==> config.mk <==
export PLATFORM = sky130hd
export DESIGN_NAME = pipe_stage_skid
export DESIGN_NICKNAME = d
export VERILOG_FILES = /design/src/rtl/pipe_pkg.sv /design/src/rtl/stage_reg.sv /design/src/rtl/pipe_stage_skid.sv
export SDC_FILE = /design/constraint.sdc
export NUM_CORES = 1
export LEC_CHECK = 0
export ABC_AREA = 1
export BUFFER_PORTS_ARGS = -buffer_cell sky130_fd_sc_hd__buf_2
export CORE_MARGIN = 1.5
export CORE_UTILIZATION = 50
export DETAILED_ROUTE_END_ITERATION = 16
export PLACE_DENSITY = 0.77
export SYNTH_ARGS = -nofsm -noshare
export SYNTH_HDL_FRONTEND = slang
export SYNTH_SLANG_ARGS = --single-unit
export TNS_END_PERCENT = 1
==> constraint.sdc <==
create_clock -name clock -period 1.7 [get_ports clock]
set_input_delay 0.34 -clock clock [delete_from_list [all_inputs] [get_ports clock]]
set_output_delay 0.34 -clock clock [all_outputs]
set_load 0.1 [all_outputs]
==> src/rtl/pipe_pkg.sv <==
// Shared definitions for the pipeline stage registers: stage state encoding,
// default bundle widths per stage boundary and the NOP instruction word.
package pipe_pkg;

    // State encoding equals the number of entries held.
    typedef enum logic [1:0] {
        EMPTY = 2'd0,
        FULL  = 2'd1,
        SKID  = 2'd2
    } state_t;

    localparam int unsigned FD_WIDTH = 64;
    localparam int unsigned DX_WIDTH = 128;
    localparam int unsigned XM_WIDTH = 96;
    localparam int unsigned MW_WIDTH = 96;

    localparam logic [31:0] NOP_INSN = 32'h0;

endpackage

==> src/rtl/stage_reg.sv <==
// WIDTH-bit register with load enable and synchronous reset to RESET_VAL.
module stage_reg #(
    parameter int unsigned          WIDTH     = 64,
    parameter logic [WIDTH-1:0]     RESET_VAL = '0
) (
    input  logic             clock,
    input  logic             reset,
    input  logic             load,
    input  logic [WIDTH-1:0] d,
    output logic [WIDTH-1:0] q
);

    // Reset wins over load.
    always_ff @(posedge clock) begin
        if (reset) begin
            q <= RESET_VAL;
        end else if (load) begin
            q <= d;
        end
    end

endmodule

==> src/rtl/pipe_stage_skid.sv <==
// Pipeline stage with valid/ready handshake and a 2-entry skid buffer.
// in_ready depends only on registered state; flush inserts a bubble.
// Optional write-exception sideband enabled by defining PIPE_STAGE_EXC_EN.
module pipe_stage_skid
    import pipe_pkg::*;
#(
    parameter int unsigned      WIDTH     = FD_WIDTH,
    parameter logic [WIDTH-1:0] NOP_VALUE = {WIDTH{1'b0}}
) (
    input  logic             clock,
    input  logic             reset,
    input  logic             flush,
    input  logic             in_valid,
    output logic             in_ready,
    input  logic [WIDTH-1:0] in_data,
    output logic             out_valid,
    input  logic             out_ready,
    output logic [WIDTH-1:0] out_data,
`ifdef PIPE_STAGE_EXC_EN
    input  logic             exc_in,
    output logic             exc_out,
`endif
    output logic [1:0]       occupancy
);

    state_t           state_q;
    logic [WIDTH-1:0] main_q;
    logic [WIDTH-1:0] skid_q;
    logic [WIDTH-1:0] main_d;
    logic [WIDTH-1:0] skid_d;
    logic             main_en;
    logic             skid_en;
    logic             clear;
    logic             in_xfer;
    logic             out_xfer;

    assign clear     = reset | flush;
    assign in_ready  = (state_q != SKID);
    assign out_valid = (state_q != EMPTY);
    assign occupancy = 2'(state_q);
    // Main entry is reloaded with NOP_VALUE whenever it empties.
    assign out_data  = main_q;
    assign in_xfer   = in_valid & in_ready;
    assign out_xfer  = out_valid & out_ready;

    // Occupancy state machine.
    always_ff @(posedge clock) begin
        if (clear) begin
            state_q <= EMPTY;
        end else begin
            case (state_q)
                EMPTY: if (in_xfer) state_q <= FULL;
                FULL: begin
                    if (in_xfer && !out_xfer) state_q <= SKID;
                    else if (!in_xfer && out_xfer) state_q <= EMPTY;
                end
                SKID: if (out_xfer) state_q <= FULL;
                default: state_q <= EMPTY;
            endcase
        end
    end

    // Entry load enables and next values.
    always_comb begin
        main_en = 1'b0;
        skid_en = 1'b0;
        main_d  = in_data;
        skid_d  = in_data;
        case (state_q)
            EMPTY: main_en = in_xfer;
            FULL: begin
                if (in_xfer && out_xfer) begin
                    main_en = 1'b1;
                end else if (in_xfer) begin
                    skid_en = 1'b1;
                end else if (out_xfer) begin
                    main_en = 1'b1;
                    main_d  = NOP_VALUE;
                end
            end
            SKID: begin
                if (out_xfer) begin
                    main_en = 1'b1;
                    main_d  = skid_q;
                    skid_en = 1'b1;
                    skid_d  = NOP_VALUE;
                end
            end
            default: ;
        endcase
    end

    stage_reg #(.WIDTH(WIDTH), .RESET_VAL(NOP_VALUE)) u_main (
        .clock (clock),
        .reset (clear),
        .load  (main_en),
        .d     (main_d),
        .q     (main_q)
    );

    stage_reg #(.WIDTH(WIDTH), .RESET_VAL(NOP_VALUE)) u_skid (
        .clock (clock),
        .reset (clear),
        .load  (skid_en),
        .d     (skid_d),
        .q     (skid_q)
    );

`ifdef PIPE_STAGE_EXC_EN
    logic exc_main_q;
    logic exc_skid_q;
    logic exc_main_d;
    logic exc_skid_d;

    // Sideband follows the same moves as the data entries.
    always_comb begin
        exc_main_d = exc_in;
        exc_skid_d = exc_in;
        if (state_q == FULL && !in_xfer) begin
            exc_main_d = 1'b0;
        end else if (state_q == SKID) begin
            exc_main_d = exc_skid_q;
            exc_skid_d = 1'b0;
        end
    end

    stage_reg #(.WIDTH(1), .RESET_VAL(1'b0)) u_exc_main (
        .clock (clock),
        .reset (clear),
        .load  (main_en),
        .d     (exc_main_d),
        .q     (exc_main_q)
    );

    stage_reg #(.WIDTH(1), .RESET_VAL(1'b0)) u_exc_skid (
        .clock (clock),
        .reset (clear),
        .load  (skid_en),
        .d     (exc_skid_d),
        .q     (exc_skid_q)
    );

    assign exc_out = exc_main_q & out_valid;
`endif

endmodule

==> qor.yml <==
status: "complete, no violations"
place_congestion: 0.854
tightest_slew_ns: 0.520
place.port_buffers: 136
min_period_ns: 1.70
critPathLaunchType: "register"
ys_top_cells_by_area: "dfxtp_1, nand2_1, a21oi_1"
grt_usage_pct: 25.8
wirelength_mm: 19.7
cp.arrival_ns: 2.05
drt_iter0_markers: 659
grt_pass1_wl_mm: 30.2
postCtsHoldBufs: 0
path_class: "register to register"
ant_nets: 0
cts_tree: "done"
hpwl_mm: 11.8
rsz0062_at_grt: "true"
max_cap_viol_count: 0
cts-root-buf: "clkbuf_16"
synth_seq_area_share_pct: 37.8
leakage_uw: 0.00399
start_util_pct: 51.6
hold_path_class: "input port to register"
die_height_um: 120
die_area_um2: 14500
io-pin-count: 137
yosys_warnings: 0
grt_overflow: 0
drive_above_1_share_pct: 19.6
htree_levels: 4
clk_path_buf_depth: 2
syn-num-nets: 1163
fin_crit_sh_pct: 100
ys.flop_type: "dfxtp_1"
max_freq_mhz: 588
rows: 42
finalHoldViolCount: 0
grt_pass1_vias: 6238
final_common_cell: "nand2_1"
final_cell_mix: "nand2_1, buf_2, inv_1"
nNetsFinal: 1279
clk_pin_slew_ns: 0.06
grt_max_degree: 63
synth-seq-cells: 130
vias_per_cell: 5.33
diodes: 0
avgRoutedWirePerCell_um: 14.1
setup_ws_ns: 0.000420
clock_skew_ns: 0.00614
vias: 7430
synthDistinctLibCells: 20
syn_avg_cell_area_um2: 6.33
setup_viol: 0
report.final.slew_viol_count: 0
synth_largest_area_cell: "dfxtp_1"
maxSlewHeadroom_pct: 65.6
critPathRequiredTime_ns: 2.05
syn_to_final_growth_pct: 27.1
remaining_drc_errors: 0
synth_area_um2: 6890
insertion_delay_ns: 0.42
synth_edf_count: 0
cts.sinks: 130
first_pass_iters: 5
cp-end-kind: "register"
numCtsBuffers: 17
ir_worst_vdd_v: 0.000602
fillers: 1216
synthArstFlopShare_pct: 0
syn-instance-count: 1089
power_uw: 9340
antenna_found_initial: 1
pre_cts_ws_ns: 0.0399
die_w_um: 120
yosysTopAreaCellShare_pct: 37.8
crit_fanout: 8
p_per_area_nw_per_um2: 1070
core-area_um2: 13300
-- path summary, 6_finish.rpt --
check                       to  cells past startpoint  slack, ns    startpoint
setup / recovery  u_skid.q[55]                      9     0.0004  occupancy[0]
hold / removal    u_skid.q[44]                      3       0.20   in_data[44]
setup reg to reg  u_skid.q[55]                      9     0.0004  occupancy[0]
hold reg to reg   u_skid.q[63]                      2       0.47  u_skid.q[63]
-- through the flow --
stage | setup TNS [ns] | area, um2 | cells | hold WS [ns] | utilization [%]
after floorplan | -16.59 | 6990 | 1089 | 0.445 | -
after global placement | 0 | 7950 | 1349 | 0.454 | 59.6
after detailed placement | 0 | 7950 | 1349 | 0.457 | 59.6
after CTS | 0 | 8490 | 1380 | 0.186 | 63.6
after global routing | -5.29 | 8760 | 1393 | 0.201 | 65.6
final | 0 | 8760 | 1393 | 0.199 | 65.6
-- state kept, by name, summed over array words and instances, names as in the netlist --
signal and count:
occupancy 2, u_skid.q 64, u_main.q 64
-- routing by layer --
| layer | wire length (um) | up-vias | GRT usage [%] |
|---|---|---|---|
| met5 | 13 | - | 0 |
| met4 | 432 | 2 | 9.93 |
| met3 | 1490 | 38 | 4.25 |
| met2 | 9270 | 314 | 42.0 |
| met1 | 8470 | 3361 | 34.3 |
| li1 | - | 3715 | - |
-- cell usage after synthesis, types with 3 or more instances --
cell / n
nand2_2: 3
nand3_1: 127
nor2_4: 3
o21ai_0: 3
inv_2: 5
nand4_1: 64
dfxtp_1: 130
ha_1: 5
clkbuf_1: 35
nand2_1: 391
a21oi_1: 131
buf_6: 8
inv_1: 131
nor2_1: 7
buf_2: 41
-- worst max-delay path, cell delays in order, from the launching register on --
cell and delay [ns]:
dfxtp_4 0.36, inv_6 0.07, ha_4 0.21, nor2_4 0.06
buf_6 0.12, o21ai_4 0.23, buf_6 0.18, clkbuf_16 0.16
nand4_1 0.09, a21oi_1 0.14
-- cell type report --
class	instances	area, um2	share of cell area (%)
Multi-Input combinational cell	737	3430	39.1
Sequential cell	130	2610	29.8
Timing Repair Buffer	182	1420	16.2
Inverter	137	553	6.31
Clock buffer	26	510	5.83
Tap cell	176	220	2.51
Clock inverter	5	25.0	0.286
-- cells by family (layout without fill, tap and decap cells) --
logic type / Yosys count / after routing / share of synthesized area [%]
DFF: 130 / 130 / 37.8
AOI/OAI and AO/OA: 136 / 136 / 9.93
and+or+nand+nor: 596 / 596 / 37.6
adders and majority gates: 5 / 5 / 0.908
buffers and inverters: 222 / 350 / 13.8
-- what timing repair did --
action,CTS,global route
endpoints found under the setup margin,0,125
resized for setup,0,23
setup buffers,0,7
-- power by group --
part           internal [uW]  leakage (uW)  switching, uW
Sequential              3170       0.00106           69.6
Combinational            762       0.00266           1990
Clock                   2050      0.000269           1300
(Power assumes the default switching activity.)
